--- src/rtl/mips_pkg.sv ---
// mips_pkg: shared opcodes, funct codes, ALU op codes and controller state types
package mips_pkg;
  localparam logic [5:0] OP_RTYPE = 6'b000000;
  localparam logic [5:0] OP_LW    = 6'b100011;
  localparam logic [5:0] OP_SW    = 6'b101011;
  localparam logic [5:0] OP_BEQ   = 6'b000100;
  localparam logic [5:0] OP_J     = 6'b000010;
  localparam logic [5:0] OP_ADDI  = 6'b001000;
  localparam logic [5:0] F_ADD = 6'b100000;
  localparam logic [5:0] F_SUB = 6'b100010;
  localparam logic [5:0] F_AND = 6'b100100;
  localparam logic [5:0] F_OR  = 6'b100101;
  localparam logic [5:0] F_SLT = 6'b101010;
  localparam logic [5:0] F_NOR = 6'b100111;
  localparam logic [3:0] ALU_AND = 4'b0000;
  localparam logic [3:0] ALU_OR  = 4'b0001;
  localparam logic [3:0] ALU_ADD = 4'b0010;
  localparam logic [3:0] ALU_SUB = 4'b0110;
  localparam logic [3:0] ALU_SLT = 4'b0111;
  localparam logic [3:0] ALU_NOR = 4'b1000;
  typedef enum logic [3:0] {
    IDLE, FETCH, DECODE, MEMADR, MEMRD, MEMWB, MEMWR,
    RTYPE, RTWB, ADDIEX, ADDIWB, BRANCH, JUMP
  } state_e;
  typedef enum logic [1:0] {CLS_NONE, CLS_ADD, CLS_SUB, CLS_FUNCT} alu_cls_e;
endpackage

--- src/rtl/alu_decoder.sv ---
// alu_decoder: maps the controller's ALU request class and funct to an ALU op code
module alu_decoder
  import mips_pkg::*;
(
  input  alu_cls_e    cls,
  input  logic [5:0]  funct,
  output logic [3:0]  alu_op,
  output logic        funct_valid
);
  // fixed classes pick add/sub directly; the funct class decodes R-type functs
  always_comb begin
    alu_op = ALU_AND;
    funct_valid = 1'b0;
    case (cls)
      CLS_ADD: alu_op = ALU_ADD;
      CLS_SUB: alu_op = ALU_SUB;
      CLS_FUNCT: begin
        funct_valid = 1'b1;
        case (funct)
          F_ADD:   alu_op = ALU_ADD;
          F_SUB:   alu_op = ALU_SUB;
          F_AND:   alu_op = ALU_AND;
          F_OR:    alu_op = ALU_OR;
          F_SLT:   alu_op = ALU_SLT;
          F_NOR:   alu_op = ALU_NOR;
          default: funct_valid = 1'b0;
        endcase
      end
      default: alu_op = ALU_AND;
    endcase
  end
endmodule

--- src/rtl/mips_mc_control.sv ---
// mips_mc_control: multi-cycle MIPS main controller with memory wait timeout
module mips_mc_control
  import mips_pkg::*;
#(
  parameter int TIMEOUT = 15
) (
  input  logic       clk,
  input  logic       rst_n,
  input  logic [5:0] opcode,
  input  logic [5:0] funct,
  input  logic       Zero,
  input  logic       mem_ready,
  output logic [3:0] ALUoperation,
  output logic       pc_en,
  output logic       IorD,
  output logic       MemRead,
  output logic       MemWrite,
  output logic       IRWrite,
  output logic       RegWrite,
  output logic       MemtoReg,
  output logic       RegDst,
  output logic       ALUSrcA,
  output logic [1:0] ALUSrcB,
  output logic [1:0] PCSource,
  output logic       illegal,
  output logic       mem_err
);
  localparam int CW = (TIMEOUT > 0) ? $clog2(TIMEOUT + 1) : 1;
  localparam logic [CW-1:0] CMAX = CW'((TIMEOUT > 0) ? TIMEOUT : 1);
  state_e state_q, state_d;
  logic [CW-1:0] cnt_q, cnt_d;
  alu_cls_e cls;
  logic funct_valid, pc_write, pc_write_cond, mem_state, timeout_hit;
  alu_decoder u_alu_dec (
    .cls         (cls),
    .funct       (funct),
    .alu_op      (ALUoperation),
    .funct_valid (funct_valid)
  );
  assign mem_state   = state_q inside {FETCH, MEMRD, MEMWR};
  assign timeout_hit = (TIMEOUT != 0) && mem_state && !mem_ready && (cnt_q == CMAX);
  assign pc_en       = pc_write | (pc_write_cond & Zero);
  // state and wait counter registers
  always_ff @(posedge clk or negedge rst_n) begin
    if (!rst_n) begin
      state_q <= IDLE;
      cnt_q   <= '0;
    end else begin
      state_q <= state_d;
      cnt_q   <= cnt_d;
    end
  end
  // next state and Moore output decode; a timeout overrides to FETCH
  always_comb begin
    state_d = state_q;
    cls = CLS_NONE;
    pc_write = 1'b0;
    pc_write_cond = 1'b0;
    IorD = 1'b0;
    MemRead = 1'b0;
    MemWrite = 1'b0;
    IRWrite = 1'b0;
    RegWrite = 1'b0;
    MemtoReg = 1'b0;
    RegDst = 1'b0;
    ALUSrcA = 1'b0;
    ALUSrcB = 2'b00;
    PCSource = 2'b00;
    illegal = 1'b0;
    mem_err = 1'b0;
    case (state_q)
      IDLE: state_d = FETCH;
      FETCH: begin
        MemRead = 1'b1;
        IRWrite = mem_ready;
        pc_write = mem_ready;
        ALUSrcB = 2'b01;
        cls = CLS_ADD;
        state_d = mem_ready ? DECODE : FETCH;
      end
      DECODE: begin
        ALUSrcB = 2'b11;
        cls = CLS_ADD;
        case (opcode)
          OP_LW, OP_SW: state_d = MEMADR;
          OP_RTYPE:     state_d = RTYPE;
          OP_ADDI:      state_d = ADDIEX;
          OP_BEQ:       state_d = BRANCH;
          OP_J:         state_d = JUMP;
          default: begin
            illegal = 1'b1;
            state_d = FETCH;
          end
        endcase
      end
      MEMADR: begin
        ALUSrcA = 1'b1;
        ALUSrcB = 2'b10;
        cls = CLS_ADD;
        state_d = (opcode == OP_SW) ? MEMWR : MEMRD;
      end
      MEMRD: begin
        MemRead = 1'b1;
        IorD = 1'b1;
        state_d = mem_ready ? MEMWB : MEMRD;
      end
      MEMWB: begin
        RegWrite = 1'b1;
        MemtoReg = 1'b1;
        state_d = FETCH;
      end
      MEMWR: begin
        MemWrite = 1'b1;
        IorD = 1'b1;
        state_d = mem_ready ? FETCH : MEMWR;
      end
      RTYPE: begin
        ALUSrcA = 1'b1;
        cls = CLS_FUNCT;
        illegal = !funct_valid;
        state_d = funct_valid ? RTWB : FETCH;
      end
      RTWB: begin
        RegDst = 1'b1;
        RegWrite = 1'b1;
        state_d = FETCH;
      end
      ADDIEX: begin
        ALUSrcA = 1'b1;
        ALUSrcB = 2'b10;
        cls = CLS_ADD;
        state_d = ADDIWB;
      end
      ADDIWB: begin
        RegWrite = 1'b1;
        state_d = FETCH;
      end
      BRANCH: begin
        ALUSrcA = 1'b1;
        cls = CLS_SUB;
        pc_write_cond = 1'b1;
        PCSource = 2'b01;
        state_d = FETCH;
      end
      JUMP: begin
        pc_write = 1'b1;
        PCSource = 2'b10;
        state_d = FETCH;
      end
      default: state_d = FETCH;
    endcase
    if (timeout_hit) begin
      mem_err = 1'b1;
      state_d = FETCH;
    end
  end
  // wait counter: clears on any state change or abort, saturates while stalled
  always_comb begin
    cnt_d = cnt_q;
    if (state_d != state_q || timeout_hit) cnt_d = '0;
    else if (mem_state && !mem_ready && cnt_q != CMAX) cnt_d = cnt_q + 1'b1;
  end
endmodule

--- config.mk ---
export PLATFORM = sky130hd
export DESIGN_NAME = mips_mc_control
export DESIGN_NICKNAME = d
export VERILOG_FILES = /design/src/rtl/mips_pkg.sv /design/src/rtl/alu_decoder.sv /design/src/rtl/mips_mc_control.sv
export SDC_FILE = /design/constraint.sdc
export NUM_CORES = 1
export LEC_CHECK = 0
export BUFFER_PORTS_ARGS = -buffer_cell sky130_fd_sc_hd__clkbuf_2
export CORE_MARGIN = 4
export CORE_UTILIZATION = 30
export CTS_BUF_LIST = sky130_fd_sc_hd__clkbuf_8
export DETAILED_ROUTE_END_ITERATION = 8
export PLACE_DENSITY_LB_ADDON = 0.2
export SLEW_MARGIN = 20
export SYNTH_ARGS = -nofsm -noshare
export SYNTH_HDL_FRONTEND = slang
export SYNTH_SLANG_ARGS = --single-unit
--- constraint.sdc ---
create_clock -name clk -period 2.6 [get_ports clk]
set_clock_uncertainty 0.05 [all_clocks]
set_input_delay 0.39 -clock clk [delete_from_list [all_inputs] [get_ports clk]]
set_output_delay 0.39 -clock clk [all_outputs]
set_load 0.01 [all_outputs]
==> flow_summary.json <==
{
  "area_growth_pct": 26.3,
  "initial_core_util": 0.316,
  "nets": 179,
  "place_inst": 200,
  "critPathKind": "reg2out",
  "utilization": 0.400,
  "layout.cells.non_filler": 204,
  "synthCells": 125,
  "gr-usage-met3": 0.0260,
  "status": "completed",
  "fin_total_pwr_w": 0.00113,
  "cp_num_buf_inv": 1,
  "synth_area_um2": 973,
  "relSlewSlack": 0.663,
  "crit_required_ps": 2160,
  "fin_setup_tns_ps": 0,
  "crit_chain": "nand2b_1 -> or2_1 -> a21oi_2 -> a21o_1 -> clkbuf_2",
  "die_area_um2": 4220,
  "grt.busiest_layer": "met2",
  "postRouteAntennaNets": 0,
  "vias": 1081,
  "wl_mm": 2.73,
  "ioPinCount": 35,
  "maxSlewViolCount": 0,
  "ys.warnings.count": 0,
  "crit_fanout": 16,
  "cts.sinks": 8,
  "antenna_cells": 0,
  "synth_seq_cells": 8,
  "routedWlPerCell_um": 13.4,
  "end_kind": "output pin",
  "cp-start-kind": "register",
  "rsz0062_at_grt": "no",
  "tritoncts": "built",
  "path_clk_slew_ps": 40,
  "core_um2": 3080,
  "fin_ws_ps": 322,
  "rows": 20,
  "ir_drop_v": 0.000378,
  "die_x_um": 65.0,
  "slowest_stage": "dfrtp_1",
  "power.leakage_nw": 0.544,
  "first_pass_iters": 4,
  "grt_max_degree": 17,
  "cp_top_family": "simple AND/OR/NAND/NOR gates",
  "synth_area_per_cell_um2": 7.79,
  "cts_buffers": 3,
  "drtIter0Drc": 36,
  "grt_pass1_wl_mm": 4.71,
  "cts-root-buf": "clkbuf_8",
  "min_period_ps": 2280,
  "worst_pin_slew_ps": 505,
  "layout-drive-gt1-share": 0.319,
  "worst_ep_arrival_time_ps": 1840,
  "cap_violations": 0,
  "hold_violations": 0,
  "place.gp.congestion": 0.844,
  "hold_class": "reg2reg",
  "ys_seq_area_frac": 0.206,
  "cts_setup_buffers": 0,
  "syn_nets": 142,
  "dpl_worst_slack_ps": 564,
  "grt_util_met2": 0.216,
  "track_usage": 0.141,
  "htreeDepth": 1,
  "synth_edf_count": 0,
  "met1_usage": 0.192,
  "timing.fmax_mhz": 439,
  "critPathMaxStageDelay_ps": 550,
  "drcViolationCount": 0,
  "grt_pass1_vias": 1034,
  "power_density_nw_per_um2": 919,
  "io_buffer_count": 34,
  "synth_cell_type_count": 48,
  "synthArstFlopShare": 1.00,
  "overflow": 0,
  "fin_crit_sh": 0.876,
  "via_per_inst": 5.30,
  "antenna_found_initial": 0,
  "cts_max_path_buffers": 2,
  "setup_viol": 0,
  "clk_latency_ps": 220,
  "die_h_um": 65.0,
  "synth_flop_cell": "dfrtp_1",
  "dpl.hpwl_mm": 2.18
}
routing by layer:
| metal | wire length (um) | vias to the layer above |
|---|---|---|
| met4 | 34 | 0 |
| met1 | 1270 | 499 |
| met5 | 0 | - |
| met3 | 151 | 4 |
| li1 | - | 545 |
| met2 | 1270 | 33 |
flip-flops by register name, indices dropped and copies added, names as in the netlist:
| register | count |
|---|---|
| cnt_q | 4 |
| state_q | 4 |
worst register-to-register path, cell delays in order, from the launching register on:
cell and delay, ps:
dfrtp_1 470, buf_4 230, nor2b_1 270, nand3_1 230
nor3b_2 240, o311ai_4 270, a211oi_1 120
synth_stat cells, types with 2 or more instances:
library cell  count  share of area
inv_1             4          0.015
xnor2_1           3          0.027
o22ai_1           5          0.032
or2_2             2          0.013
nand2b_1          7          0.045
nor3b_2           2          0.026
o211a_1           2          0.021
o21ai_0           5          0.026
a21oi_1           8          0.041
nand3_1           5          0.026
dfrtp_1           8           0.21
nor3_1            6          0.031
and4b_1           2          0.021
a31oi_1           2          0.013
nand2_1           8          0.031
nor2b_1           3          0.019
xor2_1            2          0.018
nor2_1           11          0.042
buf_4             4          0.031
o211ai_1          4          0.031
a211oi_1          3          0.023
or3_1             2          0.013
o21ai_1           2          0.010
final cells by class:
cell class | count | area, um^2
repair buffers | 37 | 195
clock buffers | 3 | 41.3
inverters | 5 | 18.8
well taps | 44 | 55.1
flip-flops and latches | 8 | 200
fillers | 309 | 1850
multi-input cells | 107 | 719
path summary, 6_finish.rpt:
kind	slack, ps	endpoint	depth (start not counted)	startpoint
min in group asynchronous	500	cnt_q[2]	2	rst_n
max in group asynchronous	1830	state_q[1]	2	rst_n
min	420	cnt_q[0]	1	cnt_q[0]
max	320	illegal	5	state_q[3]
min reg2reg	420	cnt_q[0]	1	cnt_q[0]
max reg2reg	580	cnt_q[3]	6	state_q[0]
where the power goes:
group | internal [W] | switching (W) | total (W)
combinational | 0.000322 | 0.000440 | 0.000761
sequential | 0.000161 | 0.0000615 | 0.000222
clock | 0.000100 | 0.0000463 | 0.000146
layout by cell type (no fill, tap or decap), types with 2 or more instances in the layout:
cell,instances
o22ai_1,5
nand2_1,8
nand2b_1,7
a211oi_1,3
or3_1,2
and4b_1,2
nor2_1,11
buf_4,2
nor2b_1,3
nor3_1,6
nor3b_2,2
o211ai_1,4
nand3_1,5
o211a_1,2
or2_2,2
xnor2_1,3
a31oi_1,2
o21ai_1,2
dfrtp_1,8
o21ai_0,5
clkbuf_2,34
xor2_1,2
clkbuf_8,3
a21oi_1,8
inv_1,4
what timing repair did:
item                      CTS  global route
resized for setup           0             0
hold buffers                1             0
hold endpoints to repair    8             0
logic make-up after synthesis:
family          count (synthesis)  share of synthesized area
simple gates                   59                      0.364
fa+ha+maj                       1                     0.0129
flops                           8                      0.206
mux                             1                     0.0116
buf+inv                        10                     0.0553
compound gates                 41                      0.306
xor+xnor                        5                     0.0450
through the flow:
step / area, um^2 / hold slack [ps]
2_1_floorplan: 973 / 44.4
3_3_place_gp: 1180 / 197
3_5_place_dp: 1180 / 197
4_1_cts: 1230 / 422
5_1_grt: 1230 / 438
6_report: 1230 / 420
(Power assumes the default switching activity.)
